<file path="src/rtl/sm4_core_arbiter_if.sv">
// sm4_core_arbiter_if: request/response channels and core-side bus of the SM4 arbiter
interface sm4_core_arbiter_if;
  logic         req0_valid;
  logic [127:0] req0_plaintext;
  logic [127:0] req0_key;
  logic         req0_ready;
  logic         req1_valid;
  logic [127:0] req1_plaintext;
  logic [127:0] req1_key;
  logic         req1_ready;
  logic         rsp0_valid;
  logic [127:0] rsp0_data;
  logic         rsp0_err;
  logic         rsp0_ready;
  logic         rsp1_valid;
  logic [127:0] rsp1_data;
  logic         rsp1_err;
  logic         rsp1_ready;
  logic [127:0] core_plaintext;
  logic [127:0] core_key;
  logic         core_in_valid;
  logic [127:0] core_result;
  logic         core_out_valid;
  logic         busy;
  modport slave (
    input  req0_valid, req0_plaintext, req0_key, req1_valid, req1_plaintext, req1_key,
    input  rsp0_ready, rsp1_ready, core_result, core_out_valid,
    output req0_ready, req1_ready, rsp0_valid, rsp0_data, rsp0_err, rsp1_valid, rsp1_data, rsp1_err,
    output core_plaintext, core_key, core_in_valid, busy
  );
  modport master (
    output req0_valid, req0_plaintext, req0_key, req1_valid, req1_plaintext, req1_key,
    output rsp0_ready, rsp1_ready, core_result, core_out_valid,
    input  req0_ready, req1_ready, rsp0_valid, rsp0_data, rsp0_err, rsp1_valid, rsp1_data, rsp1_err,
    input  core_plaintext, core_key, core_in_valid, busy
  );
endinterface

</file>
<file path="src/rtl/sm4_core_arbiter.sv">
// sm4_core_arbiter: round-robin sharing of one iterative SM4 core between two requesters
module sm4_core_arbiter #(
  parameter int CORE_TIMEOUT = 40
) (
  input logic clk,
  input logic reset,
  sm4_core_arbiter_if.slave bus
);
  typedef enum logic [1:0] {IDLE, RUN, DONE} state_t;
  state_t state, state_n;
  logic last_grant, owner, win, any_req, tmo, err_q;
  logic [5:0] timer;
  logic [127:0] pt_q, key_q, res_q;
  always_comb begin
    any_req = bus.req0_valid | bus.req1_valid;
    win = (bus.req0_valid & bus.req1_valid) ? ~last_grant : bus.req1_valid;
    tmo = timer + 6'd1 == 6'(CORE_TIMEOUT);
    state_n = state == IDLE ? (any_req ? RUN : IDLE) :
              state == RUN  ? ((bus.core_out_valid | tmo) ? DONE : RUN) :
              ((owner ? bus.rsp1_ready : bus.rsp0_ready) ? IDLE : DONE);
  end
  always_ff @(posedge clk) begin
    if (reset) begin
      state <= IDLE;
      last_grant <= 1'b1;
      owner <= 1'b0;
      timer <= '0;
      pt_q <= '0;
      key_q <= '0;
      res_q <= '0;
      err_q <= 1'b0;
    end else begin
      state <= state_n;
      if (state == IDLE && any_req) begin
        owner <= win;
        last_grant <= win;
        pt_q <= win ? bus.req1_plaintext : bus.req0_plaintext;
        key_q <= win ? bus.req1_key : bus.req0_key;
        timer <= '0;
      end
      // a core result wins over a timeout landing in the same cycle
      if (state == RUN) begin
        timer <= timer + 6'd1;
        if (bus.core_out_valid) begin
          res_q <= bus.core_result;
          err_q <= 1'b0;
        end else if (tmo) begin
          res_q <= '0;
          err_q <= 1'b1;
        end
      end
    end
  end
  assign bus.req0_ready = state == IDLE && any_req && !win;
  assign bus.req1_ready = state == IDLE && any_req && win;
  assign bus.core_in_valid = state == RUN;
  assign bus.core_plaintext = pt_q;
  assign bus.core_key = key_q;
  assign bus.rsp0_valid = state == DONE && !owner;
  assign bus.rsp1_valid = state == DONE && owner;
  assign bus.rsp0_data = res_q;
  assign bus.rsp1_data = res_q;
  assign bus.rsp0_err = err_q;
  assign bus.rsp1_err = err_q;
  assign bus.busy = state != IDLE;
endmodule

</file>
<file path="src/flat_wrapper.sv">
// flat-port wrapper written by rule: the top's interface ports become plain ports
module sm4_core_arbiter_flat 
#(
  parameter int CORE_TIMEOUT = 40
)
  (clk, reset, bus_req0_valid, bus_req0_plaintext, bus_req0_key, bus_req1_valid, bus_req1_plaintext, bus_req1_key, bus_rsp0_ready, bus_rsp1_ready, bus_core_result, bus_core_out_valid, bus_req0_ready, bus_req1_ready, bus_rsp0_valid, bus_rsp0_data, bus_rsp0_err, bus_rsp1_valid, bus_rsp1_data, bus_rsp1_err, bus_core_plaintext, bus_core_key, bus_core_in_valid, bus_busy);
  sm4_core_arbiter_if bus_i ();
  input logic clk;
  input logic reset;
  input wire logic [$bits(bus_i.req0_valid)-1:0] bus_req0_valid;
  input wire logic [$bits(bus_i.req0_plaintext)-1:0] bus_req0_plaintext;
  input wire logic [$bits(bus_i.req0_key)-1:0] bus_req0_key;
  input wire logic [$bits(bus_i.req1_valid)-1:0] bus_req1_valid;
  input wire logic [$bits(bus_i.req1_plaintext)-1:0] bus_req1_plaintext;
  input wire logic [$bits(bus_i.req1_key)-1:0] bus_req1_key;
  input wire logic [$bits(bus_i.rsp0_ready)-1:0] bus_rsp0_ready;
  input wire logic [$bits(bus_i.rsp1_ready)-1:0] bus_rsp1_ready;
  input wire logic [$bits(bus_i.core_result)-1:0] bus_core_result;
  input wire logic [$bits(bus_i.core_out_valid)-1:0] bus_core_out_valid;
  output wire logic [$bits(bus_i.req0_ready)-1:0] bus_req0_ready;
  output wire logic [$bits(bus_i.req1_ready)-1:0] bus_req1_ready;
  output wire logic [$bits(bus_i.rsp0_valid)-1:0] bus_rsp0_valid;
  output wire logic [$bits(bus_i.rsp0_data)-1:0] bus_rsp0_data;
  output wire logic [$bits(bus_i.rsp0_err)-1:0] bus_rsp0_err;
  output wire logic [$bits(bus_i.rsp1_valid)-1:0] bus_rsp1_valid;
  output wire logic [$bits(bus_i.rsp1_data)-1:0] bus_rsp1_data;
  output wire logic [$bits(bus_i.rsp1_err)-1:0] bus_rsp1_err;
  output wire logic [$bits(bus_i.core_plaintext)-1:0] bus_core_plaintext;
  output wire logic [$bits(bus_i.core_key)-1:0] bus_core_key;
  output wire logic [$bits(bus_i.core_in_valid)-1:0] bus_core_in_valid;
  output wire logic [$bits(bus_i.busy)-1:0] bus_busy;
  assign bus_i.req0_valid = bus_req0_valid;
  assign bus_i.req0_plaintext = bus_req0_plaintext;
  assign bus_i.req0_key = bus_req0_key;
  assign bus_i.req1_valid = bus_req1_valid;
  assign bus_i.req1_plaintext = bus_req1_plaintext;
  assign bus_i.req1_key = bus_req1_key;
  assign bus_i.rsp0_ready = bus_rsp0_ready;
  assign bus_i.rsp1_ready = bus_rsp1_ready;
  assign bus_i.core_result = bus_core_result;
  assign bus_i.core_out_valid = bus_core_out_valid;
  assign bus_req0_ready = bus_i.req0_ready;
  assign bus_req1_ready = bus_i.req1_ready;
  assign bus_rsp0_valid = bus_i.rsp0_valid;
  assign bus_rsp0_data = bus_i.rsp0_data;
  assign bus_rsp0_err = bus_i.rsp0_err;
  assign bus_rsp1_valid = bus_i.rsp1_valid;
  assign bus_rsp1_data = bus_i.rsp1_data;
  assign bus_rsp1_err = bus_i.rsp1_err;
  assign bus_core_plaintext = bus_i.core_plaintext;
  assign bus_core_key = bus_i.core_key;
  assign bus_core_in_valid = bus_i.core_in_valid;
  assign bus_busy = bus_i.busy;
  sm4_core_arbiter #(.CORE_TIMEOUT(CORE_TIMEOUT)) u_core (.clk(clk), .reset(reset), .bus(bus_i));
endmodule
</file>
<file path="config.mk">
export PLATFORM = sky130hd
export DESIGN_NAME = sm4_core_arbiter_flat
export DESIGN_NICKNAME = d
export VERILOG_FILES = /design/src/rtl/sm4_core_arbiter_if.sv /design/src/rtl/sm4_core_arbiter.sv /design/src/flat_wrapper.sv
export SDC_FILE = /design/constraint.sdc
export NUM_CORES = 1
export LEC_CHECK = 0
export ABC_AREA = 1
export BUFFER_PORTS_ARGS = -buffer_cell sky130_fd_sc_hd__buf_2
export CORE_AREA = 10 10 452 454
export DETAILED_ROUTE_END_ITERATION = 16
export DIE_AREA = 0 0 462 464
export GPL_ROUTABILITY_DRIVEN = 0
export SLEW_MARGIN = 20
export SYNTH_ARGS = -nofsm -noshare
export SYNTH_HDL_FRONTEND = slang
export SYNTH_SLANG_ARGS = --single-unit
</file>
<file path="constraint.sdc">
create_clock -name clk -period 3.9 [get_ports clk]
set_input_delay 0.585 -clock clk [delete_from_list [all_inputs] [get_ports clk]]
set_output_delay 0.585 -clock clk [all_outputs]
set_load 0.02 [all_outputs]
</file>
==> metrics <==
core area 0.1946 mm2; Post-DP Area 0.02392 mm2; synth warn 0; Max Slew Vio Count 0; finished layout cell area 0.02576 mm2; final setup fails 0; wire per inst just over 30 um; I/O pins 1167; port bufs 1166; clk slew on worst S/H paths 70 ps; Die ar. ~0.21 mm2; clock tree sinks 395; EDFF count, synth 0; outcome completed; post-cts gate resize count 0; Seq/Total Area, Yosys 48.58%; Final HPWL DP 153300 um; initial DRC count 1873; Most used DFF post-synth dfxtp_1; Post-DRT Antenna Nets 0; setup_tns 0 ps; Synth top area share 48.58%; syn_nets between 2000 and 3000; pin count of the biggest net entering global routing 103; Pre-antenna DRT Iters 7; Fill cells 22513; VDD IR max 0.3315 mV; P per Cell Area 499.2 mW/mm2; asr flop ratio synth 0%; fmax 310.6 MHz; average via count per standard cell between 3 and 4; minimum clock period after layout between 3000 and 4000 ps; Die Y ~460 um; Critical Path Start Type register; Leakage 11.28 nW; worst-path maximum fanout 50; CTS tree yes; Initial Util under 10%; area leader, netlist dfxtp_1; CTS buffer count just over 50; first-pass GRT wire length 213800 um; Worst slew margin between 30% and 40%; Die Width 462 um; Yosys reg bits 395; multi-input logic area 0.006540 mm2; worst hold-check path type in -> reg; mean post-synth cell area between 7 and 8 um2; Data arrival, critical path about 2600 ps; CTS Root Cell clkbuf_16; crit share post-route 82.55%; initial antenna violation count about 260; Final nets 3778; unrepaired setup endpoints after global routing no; worst endpoint required time 3310 ps; synthesis-to-finish area growth 58.27%; post-CTS setup buffers 0; Clock Path Buffers 3; final WL 174500 um; # hold bufs at CTS 0; vias in the first global route 19314; Register Area approximately 0.0079 mm2; reg2reg setup slack 1370 ps; Post-Syn Area between 0.015 and 0.02 mm2; most frequent cell after synthesis nand2_1; clk_lat worst skew 670 ps; total number of vias 20551; main area contributors after synthesis dfxtp_1 (49%), nand2_1 (24%), a31oi_1 (9.8%), buf_4 (6.1%), a21oi_1 (3.6%); Final Hold Viols 0; H-tree depth 2; clk_skew between 20 and 30 ps; top cells by count, synth nand2_1 (1034), dfxtp_1 (395), a31oi_1 (256); critical path type reg -> out; Residual DRC 0; Unique masters post-synth 24; Cells after Synth 2167; Least-Margin Pin Slew 1022 ps; fraction of final layout cells sized beyond drive strength 1 41.80%; crit end category output pin; GR Util All Layers between 15 and 20%; grt total ovfl 0; Max-Cap Viols 0; row count approximately 160
sequential cells by signal (all words and copies together), names as in the netlist:
register	count
u_core.bus.core_plaintext	128
u_core.state	2
u_core.bus.rsp0_err	1
u_core.owner	1
u_core.last_grant	1
u_core.bus.core_key	128
u_core.bus.rsp0_data	128
u_core.timer	6
through the flow:
| step | util [%] | setup WS (ps) | power (mW) | hold WS, ps | std cells |
|---|---|---|---|---|---|
| 3_5_place_dp | 12.29 | 1188 | 8.098 | 468.5 | 5619 |
| 5_1_grt | 13.17 | 516.7 | 13.41 | 112.3 | 5726 |
| 3_3_place_gp | 12.29 | 1180 | 8.061 | 460.5 | 5619 |
| 4_1_cts | 13.15 | 588.2 | 13.14 | 52.77 | 5712 |
| 2_1_floorplan | - | 2022 | 6.453 | 428.7 | 2167 |
| 6_report | 13.24 | 680.7 | 12.86 | 153.8 | 5779 |
final timing paths:
path / start / end / depth (start not counted)
worst min-delay path: bus_req0_key[29] / u_core.bus.core_key[29] / 3
worst max-delay path: u_core.state[1] / bus_req0_ready / 6
worst max register to register: u_core.state[1] / u_core.bus.core_plaintext[13] / 9
worst min register to register: u_core.bus.rsp0_data[23] / u_core.bus.rsp0_data[23] / 2
report_power, final:
part           internal [mW]  leakage (nW)  switching [mW]  total, mW
sequential              4.44          3.24           0.254       4.70
combinational          0.947          7.24            2.29       3.24
clock                   2.76         0.804            2.17       4.92
total                   8.14          11.3            4.72       12.9
area by class of cell:
cell class / instances / area share [%]
Antenna cell: 67 / 0.6508
Timing Repair Buffer: 1195 / 24.17
Clock inverter: 24 / 1.005
Multi-Input combinational cell: 1473 / 25.39
Clock buffer: 69 / 5.488
Inverter: 14 / 0.2623
Tap cell: 2542 / 12.35
Sequential cell: 395 / 30.69
cell families after synthesis:
group | after synthesis | share of synthesized area, %
flops | 395 | 48.58
compound gates | 397 | 14.64
simple gates | 1075 | 25.32
fa+ha+maj | 1 | 0.07686
buf+inv | 299 | 11.38
layout by cell type, fill, tap and decap left out, types with 3 or more instances in the layout:
master         n
nand2_2       21
bufinv_16      3
a21oi_2       20
clkinv_2       6
buf_2       1165
inv_1         11
inv_6          5
diode_2       67
buf_4         16
a31oi_1      256
nor2_4         3
nand3_1        6
nor2_1         5
clkbuf_1      11
o21ai_0        3
a21oi_1      118
dfxtp_1      395
buf_12        13
clkbuf_16     51
clkbuf_8       7
clkinvlp_4     6
nand2_1     1034
layer usage:
metal  vias to the layer above  share of wire, %  GRT usage, %
li1                       8993                 -             -
met1                      9360                32         14.84
met2                      1478                46         25.61
met3                       506                17         11.11
met4                       214               3.5         4.558
met5                         -              0.86             0
critical path: stages (launching register included):
cell,delay [ps]
dfxtp_1,340
inv_1,100
nand2_1,160
nor2_1,410
nand2_1,230
inv_8,350
buf_2,270
No activity file was read; power rests on OpenSTA's default activity.
